===== src/rtl/oisc_pkg.sv =====
// Shared definitions for the SUBLEQ datapath: default widths, address-select
// encodings and the read-tag that tracks what sram_rdata currently holds.
package oisc_pkg;

  localparam int DATA_W_DFLT = 16;
  localparam int ADDR_W_DFLT = 8;

  localparam logic [1:0] ADDR_PC = 2'b00;
  localparam logic [1:0] ADDR_A  = 2'b01;
  localparam logic [1:0] ADDR_B  = 2'b10;
  localparam logic [1:0] ADDR_C  = 2'b11;

  // Low two bits mirror addr_sel of the read that produced sram_rdata.
  typedef enum logic [2:0] {
    RD_TAG_PC   = 3'b000,
    RD_TAG_A    = 3'b001,
    RD_TAG_B    = 3'b010,
    RD_TAG_C    = 3'b011,
    RD_TAG_NONE = 3'b100
  } rd_tag_e;

endpackage


===== src/rtl/oisc_datapath_if.sv =====
// Control-path / SRAM side of the SUBLEQ datapath. The master is the
// sequencing FSM plus SRAM read data; the slave is the datapath itself.
interface oisc_datapath_if #(
  parameter int DATA_W = 16,
  parameter int ADDR_W = 8
);
  logic              sram_en;
  logic              sram_we;
  logic [1:0]        addr_sel;
  logic              en_a;
  logic              en_b_addr;
  logic              pc_inc;
  logic              pc_br;
  logic [DATA_W-1:0] sram_rdata;
  logic [ADDR_W-1:0] sram_addr;
  logic [DATA_W-1:0] sram_wdata;
  logic              leq;
  logic              a_vs_b;
  logic [ADDR_W-1:0] pc_dbg;

  modport master (
    output sram_en, sram_we, addr_sel, en_a, en_b_addr, pc_inc, pc_br, sram_rdata,
    input  sram_addr, sram_wdata, leq, a_vs_b, pc_dbg
  );

  modport slave (
    input  sram_en, sram_we, addr_sel, en_a, en_b_addr, pc_inc, pc_br, sram_rdata,
    output sram_addr, sram_wdata, leq, a_vs_b, pc_dbg
  );
endinterface


===== src/rtl/oisc_sub_cmp.sv =====
// Two's-complement subtractor with a signed "result <= 0" detect.
module oisc_sub_cmp #(
  parameter int DATA_W = 16
) (
  input  logic [DATA_W-1:0] minuend,
  input  logic [DATA_W-1:0] subtrahend,
  output logic [DATA_W-1:0] diff,
  output logic              le_zero
);

  assign diff    = minuend - subtrahend;
  assign le_zero = diff[DATA_W-1] | (diff == '0);

endmodule


===== src/rtl/oisc_datapath.sv =====
// SUBLEQ datapath: PC, operand/address registers, read-tag pipeline and
// subtractor. All sequencing comes from the external control FSM.
module oisc_datapath
  import oisc_pkg::*;
#(
  parameter int                DATA_W = DATA_W_DFLT,
  parameter int                ADDR_W = ADDR_W_DFLT,
  parameter logic [ADDR_W-1:0] RST_PC = '0
) (
  input logic             clk,
  input logic             rstn,
  oisc_datapath_if.slave  bus
);

  logic [ADDR_W-1:0] pc_q,     pc_d;
  logic [DATA_W-1:0] reg_a_q,  reg_a_d;
  logic [ADDR_W-1:0] reg_b_q,  reg_b_d;
  logic [DATA_W-1:0] diff_q,   diff_d;
  logic              leq_q,    leq_d;
  rd_tag_e           rd_tag_q, rd_tag_d;

  logic [DATA_W-1:0] sub_diff;
  logic              sub_le;
  logic              ab_match;

  oisc_sub_cmp #(.DATA_W(DATA_W)) u_sub_cmp (
    .minuend    (bus.sram_rdata),
    .subtrahend (reg_a_q),
    .diff       (sub_diff),
    .le_zero    (sub_le)
  );

  // A B-address equal to A's address means mem[B]-mem[A] is 0 without reading B.
  assign ab_match = bus.en_b_addr && (bus.sram_rdata[ADDR_W-1:0] == reg_a_q[ADDR_W-1:0]);

  always_comb begin
    rd_tag_d = (bus.sram_en && !bus.sram_we) ? rd_tag_e'({1'b0, bus.addr_sel}) : RD_TAG_NONE;
    reg_a_d  = bus.en_a      ? bus.sram_rdata               : reg_a_q;
    reg_b_d  = bus.en_b_addr ? bus.sram_rdata[ADDR_W-1:0]   : reg_b_q;

    diff_d = diff_q;
    leq_d  = leq_q;
    if (rd_tag_q == RD_TAG_B) begin
      diff_d = sub_diff;
      leq_d  = sub_le;
    end else if (ab_match) begin
      diff_d = '0;
      leq_d  = 1'b1;
    end

    pc_d = pc_q;
    if (bus.pc_br) begin
      pc_d = bus.sram_rdata[ADDR_W-1:0];
    end else if (bus.pc_inc) begin
      pc_d = pc_q + 1'b1;
    end
  end

  always_ff @(posedge clk or negedge rstn) begin
    if (!rstn) begin
      pc_q     <= RST_PC;
      reg_a_q  <= '0;
      reg_b_q  <= '0;
      diff_q   <= '0;
      leq_q    <= 1'b0;
      rd_tag_q <= RD_TAG_NONE;
    end else begin
      pc_q     <= pc_d;
      reg_a_q  <= reg_a_d;
      reg_b_q  <= reg_b_d;
      diff_q   <= diff_d;
      leq_q    <= leq_d;
      rd_tag_q <= rd_tag_d;
    end
  end

  always_comb begin
    bus.sram_addr = pc_q;
    case (bus.addr_sel)
      ADDR_A:  bus.sram_addr = reg_a_q[ADDR_W-1:0];
      ADDR_B:  bus.sram_addr = reg_b_q;
      default: bus.sram_addr = pc_q;
    endcase
  end

  assign bus.sram_wdata = diff_q;
  assign bus.leq        = leq_q;
  assign bus.a_vs_b     = (reg_a_q[ADDR_W-1:0] == reg_b_q);
  assign bus.pc_dbg     = pc_q;

endmodule


===== src/flat_wrapper.sv =====
// flat-port wrapper written by rule: the top's interface ports become plain ports
module oisc_datapath_flat import oisc_pkg::*;
#(
  parameter int                DATA_W = DATA_W_DFLT,
  parameter int                ADDR_W = ADDR_W_DFLT,
  parameter logic [ADDR_W-1:0] RST_PC = '0
)
  (clk, rstn, bus_sram_en, bus_sram_we, bus_addr_sel, bus_en_a, bus_en_b_addr, bus_pc_inc, bus_pc_br, bus_sram_rdata, bus_sram_addr, bus_sram_wdata, bus_leq, bus_a_vs_b, bus_pc_dbg);
  oisc_datapath_if #(.DATA_W(DATA_W), .ADDR_W(ADDR_W)) bus_i ();
  input logic clk;
  input logic rstn;
  input wire logic [$bits(bus_i.sram_en)-1:0] bus_sram_en;
  input wire logic [$bits(bus_i.sram_we)-1:0] bus_sram_we;
  input wire logic [$bits(bus_i.addr_sel)-1:0] bus_addr_sel;
  input wire logic [$bits(bus_i.en_a)-1:0] bus_en_a;
  input wire logic [$bits(bus_i.en_b_addr)-1:0] bus_en_b_addr;
  input wire logic [$bits(bus_i.pc_inc)-1:0] bus_pc_inc;
  input wire logic [$bits(bus_i.pc_br)-1:0] bus_pc_br;
  input wire logic [$bits(bus_i.sram_rdata)-1:0] bus_sram_rdata;
  output wire logic [$bits(bus_i.sram_addr)-1:0] bus_sram_addr;
  output wire logic [$bits(bus_i.sram_wdata)-1:0] bus_sram_wdata;
  output wire logic [$bits(bus_i.leq)-1:0] bus_leq;
  output wire logic [$bits(bus_i.a_vs_b)-1:0] bus_a_vs_b;
  output wire logic [$bits(bus_i.pc_dbg)-1:0] bus_pc_dbg;
  assign bus_i.sram_en = bus_sram_en;
  assign bus_i.sram_we = bus_sram_we;
  assign bus_i.addr_sel = bus_addr_sel;
  assign bus_i.en_a = bus_en_a;
  assign bus_i.en_b_addr = bus_en_b_addr;
  assign bus_i.pc_inc = bus_pc_inc;
  assign bus_i.pc_br = bus_pc_br;
  assign bus_i.sram_rdata = bus_sram_rdata;
  assign bus_sram_addr = bus_i.sram_addr;
  assign bus_sram_wdata = bus_i.sram_wdata;
  assign bus_leq = bus_i.leq;
  assign bus_a_vs_b = bus_i.a_vs_b;
  assign bus_pc_dbg = bus_i.pc_dbg;
  oisc_datapath #(.DATA_W(DATA_W), .ADDR_W(ADDR_W), .RST_PC(RST_PC)) u_core (.clk(clk), .rstn(rstn), .bus(bus_i));
endmodule

===== config.mk =====
export PLATFORM = sky130hd
export DESIGN_NAME = oisc_datapath_flat
export DESIGN_NICKNAME = d
export VERILOG_FILES = /design/src/rtl/oisc_pkg.sv /design/src/rtl/oisc_datapath_if.sv /design/src/rtl/oisc_sub_cmp.sv /design/src/rtl/oisc_datapath.sv /design/src/flat_wrapper.sv
export SDC_FILE = /design/constraint.sdc
export NUM_CORES = 1
export LEC_CHECK = 0
export CAP_MARGIN = 40
export CORE_UTILIZATION = 44
export CTS_BUF_LIST = sky130_fd_sc_hd__clkbuf_8
export CTS_CLUSTER_DIAMETER = 200
export DETAILED_ROUTE_END_ITERATION = 10
export HOLD_SLACK_MARGIN = 0.06
export PLACE_DENSITY = 0.76
export RECOVER_POWER = 50
export SETUP_SLACK_MARGIN = 0.3
export SLEW_MARGIN = 20
export SYNTH_ARGS = -nofsm -noshare
export SYNTH_HDL_FRONTEND = slang
export SYNTH_HIERARCHICAL = 1
export SYNTH_SLANG_ARGS = --single-unit

===== constraint.sdc =====
create_clock -name clk -period 6.8 [get_ports clk]
set_input_delay 1.36 -clock clk [delete_from_list [all_inputs] [get_ports clk]]
set_output_delay 1.36 -clock clk [all_outputs]
set_load 0.05 [all_outputs]

---- Yosys cells after proc, flatten, opt, wreduce, memory -nomap -nowiden ----
Cells that the tools add are included.
storage, ports and cells
  bits in registers ....................... 52
  input port bits ......................... 26
  output and inout port bits .............. 34
  logic and storage cells ................. 28
operators by class
  add/subtract/negate cells ............... 2
  equal/unequal tests ..................... 5
  mux-type cells .......................... 8
  bitwise operators ....................... 1
  reduce and logical (&&, ||, !) cells .... 6
operators by type and width
  kind                                                 number
  two-way mux 16 bit                                   2
  equality test 8 bit                                  2
  zero test 16 bit                                     1
  two-way mux 8 bit                                    2
  case mux 8 bit (2 select lines)                      1
  subtractor 16 bit                                    1
  adder 8 x 1 -> 8 bit, second input constant          1
  nonzero test 2 bit                                   2
  equality test 3 x 2 -> 1 bit, second input constant  1
  two-way mux 3 bit                                    1
  equality test 2 x 1 -> 1 bit, second input constant  1
  equality test 2 bit, second input constant           1
  logical AND 1 bit                                    2
  two-way mux 1 bit                                    2
  zero test 1 bit                                      1
  bitwise OR 1 bit                                     1

---- Depth between registers and ports, before layout ----
  depth in word-level cells ............... 4
  mapped depth ............................ 12
  mapped depth without buffers ............ 12

---- Hierarchy ----
Netlist, hierarchy kept.
by module, submodules not included
  module         instances  cells each  area an instance (µm²)  sequential area each (µm²)
  oisc_datapath  1          226         2436.1                  1302.5
  oisc_sub_cmp   1          143         1002.2                  0.0

---- Worst setup path before layout ----
OpenSTA, ideal clock, no wires.
  path type ............................... input port to output port
  start point ............................. in bus_addr_sel[0]
  end point ............................... out bus_sram_addr[3]
  data arrival time ....................... 3057 ps
  data required time ...................... 5440 ps
  path slack .............................. 2383 ps
  stages on the path ...................... 4
  buffers on the path ..................... 1
  cell sequence ........................... inv_1 ha_1 clkbuf_1 o21ai_0
on the way
  cells in the longest elaborated chain, start to end .. 2
  elaborated cells between the ends (all ways) .. 3
  classes of those cells .................. 2 x eq/ne; 1 x mux
RTL lines
  what                                                                 line                 RTL
  start: declaration                                                   flat_wrapper.sv:14   input wire logic [$bits(bus_i.addr_sel)-1:0] bus_addr_sel;
  equality test 2 bit or equality test 2 x 1 -> 1 bit (tied branches)  oisc_datapath.sv:79  case (bus.addr_sel)
  case mux 8 bit (2 select lines) *                                    oisc_datapath.sv:79
  end: declaration                                                     flat_wrapper.sv:20   output wire logic [$bits(bus_i.sram_addr)-1:0] bus_sram_addr;
Every way passes the cells marked *; elsewhere a longest branch is shown, timed or not.

---- Final worst setup path ----
  start point ............................. in bus_addr_sel[0]
  end point ............................... out bus_sram_addr[7]
Same word-level chain as after synthesis.

==> reports/metrics.yaml <==
outcome: "complete, but fails checks"
violations: "capacitance limit, slew limit"
syn_inst: 369
cp-start-kind: "input port"
grt_pass1_wl_um: 13200
wl_um: 7590
fin_cells: 523
cp.required_ns: 5.44
path_class: "input port to primary output"
crit_fanout: 16
dp_hpwl_um: 5900
dr_total_vias: 2839
post-route-min-period_ns: 4.87
place_congestion: 0.843
drt_iter0_drc: 144
syn_nets: 414
tightest_slew_ns: 1.54
async_flop_share_pct: 100
firstDrtPassIters: 4
cts.sinks: 52
initial_core_util_pct: 46.4
dieHeight_um: 90.4
synth_seq_area_share_pct: 37.9
synth_top_area_share_pct: 37.1
cts-root-buf: "clkbuf_8"
synth_cell_types: 59
skew_ns: 0.00657
ir_drop_v: 0.0000934
place_inst: 515
rsz0062_at_grt: "false"
drive_gt1_share_pct: 11.6
clkTransAtPathRegs_ns: 0.09
htree_levels: 2
finalSetupViolCount: 0
synth.area.top_cells: "dfrtp_1 37%, mux2_2 8.2%, ha_1 6.6%"
die_w_um: 90.4
antenna_found_initial: 0
drc: 0
slew_headroom_pct: -2.92
ys.flop_type: "dfrtp_1"
syn_area_per_cell_um2: 9.32
period_share_pct: 71.6
crit_arrival_ns: 3.51
cts_resized: 0
layout_commonest_cell: "nand2_1"
io_buffers: 59
diodes: 0
num_rows: 31
grt_pass1_vias: 2785
hold_violations: 0
area_delta_synth_final_pct: 22.1
synth_edf_count: 0
grt_usage_pct: 19.6
nets: 468
clk_path_buf_depth: 2
setup_tns_ns: 0
wl_per_cell_um: 14.5
regToRegEndpoint: "u_core/bus.leq$_DFFE_PN0P_"
insertion_delay_ns: 0.31
core_um2: 7410
p_leak_nw: 1.75
maxCapViolCount: 1
yosysTopAreaCell: "dfrtp_1"
hold_path.startpoint: "u_core/reg_a_q[14]$_DFFE_PN0P_"
ant_nets: 0
cts_setup_buffers: 0
ys_warn_count: 6
gr-total-overflow: 0
r2r-start: "u_core/reg_a_q[0]$_DFFE_PN0P_"
cts_inserted_buffers: 5
die_area_um2: 8170
ys_seq_elements: 52
syn-cell-area_um2: 3440
cp-end-kind: "primary output"
hold_class: "flip-flop to flip-flop"
grt_start_max_net_pins: 31
fmax_mhz: 205
ios: 60
ff2ff_setup_slack_ns: 3.81
hold_depth: 1
cts_tree: "built"
holdBufCountCts: 0
layout_common_cells: "57 x nand2_1, 54 x clkdlybuf4s50_1, 51 x dfrtp_1"
worstHoldEndpoint: "u_core/reg_a_q[14]$_DFFE_PN0P_"
ff2ff_path_depth: 11
drv_slew: 31
p_per_area_nw_per_um2: 275
via_per_inst: 5.43
==> per-stage QoR <==
step	hold slack (ns)	worst slack (ns)	total power [mW]	util [%]	cell area, um^2
final	0.516	1.93	1.16	56.7	4200
after global routing	0.536	1.76	1.22	56.7	4200
after CTS	0.519	1.95	1.16	56.9	4220
after detailed placement	0.496	1.96	0.947	55.4	4100
after global placement	0.484	2.07	0.932	55.0	4080
after floorplan	0.481	2.38	0.778	-	3440
==> cells by family after synthesis <==
| logic type | synth area share (%) |
|---|---|
| and+or+nand+nor | 16.4 |
| AOI/OAI and AO/OA | 18.0 |
| DFF | 37.9 |
| buffers and inverters | 4.69 |
| xor gates and xnor gates | 7.13 |
| muxes | 8.77 |
| adders and majority gates | 7.13 |
==> cells in the mapped netlist (2+ instances only) <==
cell and number:
nor2b_1 3, or2_2 2, ha_1 18, nand3_1 2
dfrtp_1 51, nand2_1 57, o21a_1 4, a21boi_0 2
clkbuf_1 6, or3_4 2, nand4_1 10, nor3b_1 2
xor2_1 9, o21bai_1 2, nor3_1 3, mux2_2 25
mux2i_1 2, nor2_1 12, a211oi_1 2, inv_1 24
o211ai_1 2, o21ai_0 24, o31a_1 2, a311oi_1 2
nand2b_1 5, o31ai_1 2, xnor2_1 19, a21o_1 2
a21oi_1 31, buf_2 6, a22oi_1 8
==> metal layers <==
metal | GRT usage, % | share of wire (%) | vias up
li1 | - | - | 1403
met1 | 26.5 | 48 | 1356
met2 | 32.8 | 47 | 68
met5 | 0 | 0 | -
met3 | 2.78 | 3.5 | 12
met4 | 5.51 | 1.7 | 0
==> sequential cells by signal, indices dropped and copies added (netlist names) <==
signal,count
u_core/rd_tag_q,3
u_core/bus.pc_dbg,8
u_core/reg_a_q,16
u_core/bus.sram_wdata,16
u_core/reg_b_q,8
u_core/bus.leq,1
==> how the worst max path moves through the flow <==
stage                          from                to  slack, ns  depth (start not counted)
CTS                 bus_addr_sel[0]  bus_sram_addr[7]       1.95                          6
finish              bus_addr_sel[0]  bus_sram_addr[7]       1.93                          6
global placement    bus_addr_sel[0]  bus_sram_addr[7]       2.07                          6
global route        bus_addr_sel[0]  bus_sram_addr[7]       1.76                          6
detailed placement  bus_addr_sel[0]  bus_sram_addr[7]       1.96                          6
floorplan           bus_addr_sel[0]  bus_sram_addr[3]       2.38                          4
==> area by class of cell <==
class / count / area [um^2]
clock buffers: 5 / 68.8
flip-flops and latches: 52 / 1300
fillers: 664 / 3210
multi-input cells: 279 / 1970
well taps: 99 / 124
repair buffers: 61 / 596
clock inverters: 3 / 42.5
inverters: 24 / 90.1
==> worst max-delay path: stages <==
cell and delay (ns):
clkdlybuf4s50_1 0.48, inv_1 0.06, ha_1 0.54, nand2_1 0.11, o21ai_0 0.12, clkdlybuf4s50_1 0.84
==> where the power goes <==
group | total (mW) | switching (mW) | internal, mW
Clock | 0.215 | 0.106 | 0.110
Combinational | 0.532 | 0.328 | 0.204
Sequential | 0.409 | 0.0447 | 0.364
Note: power is estimated with default switching activity, not from simulation.
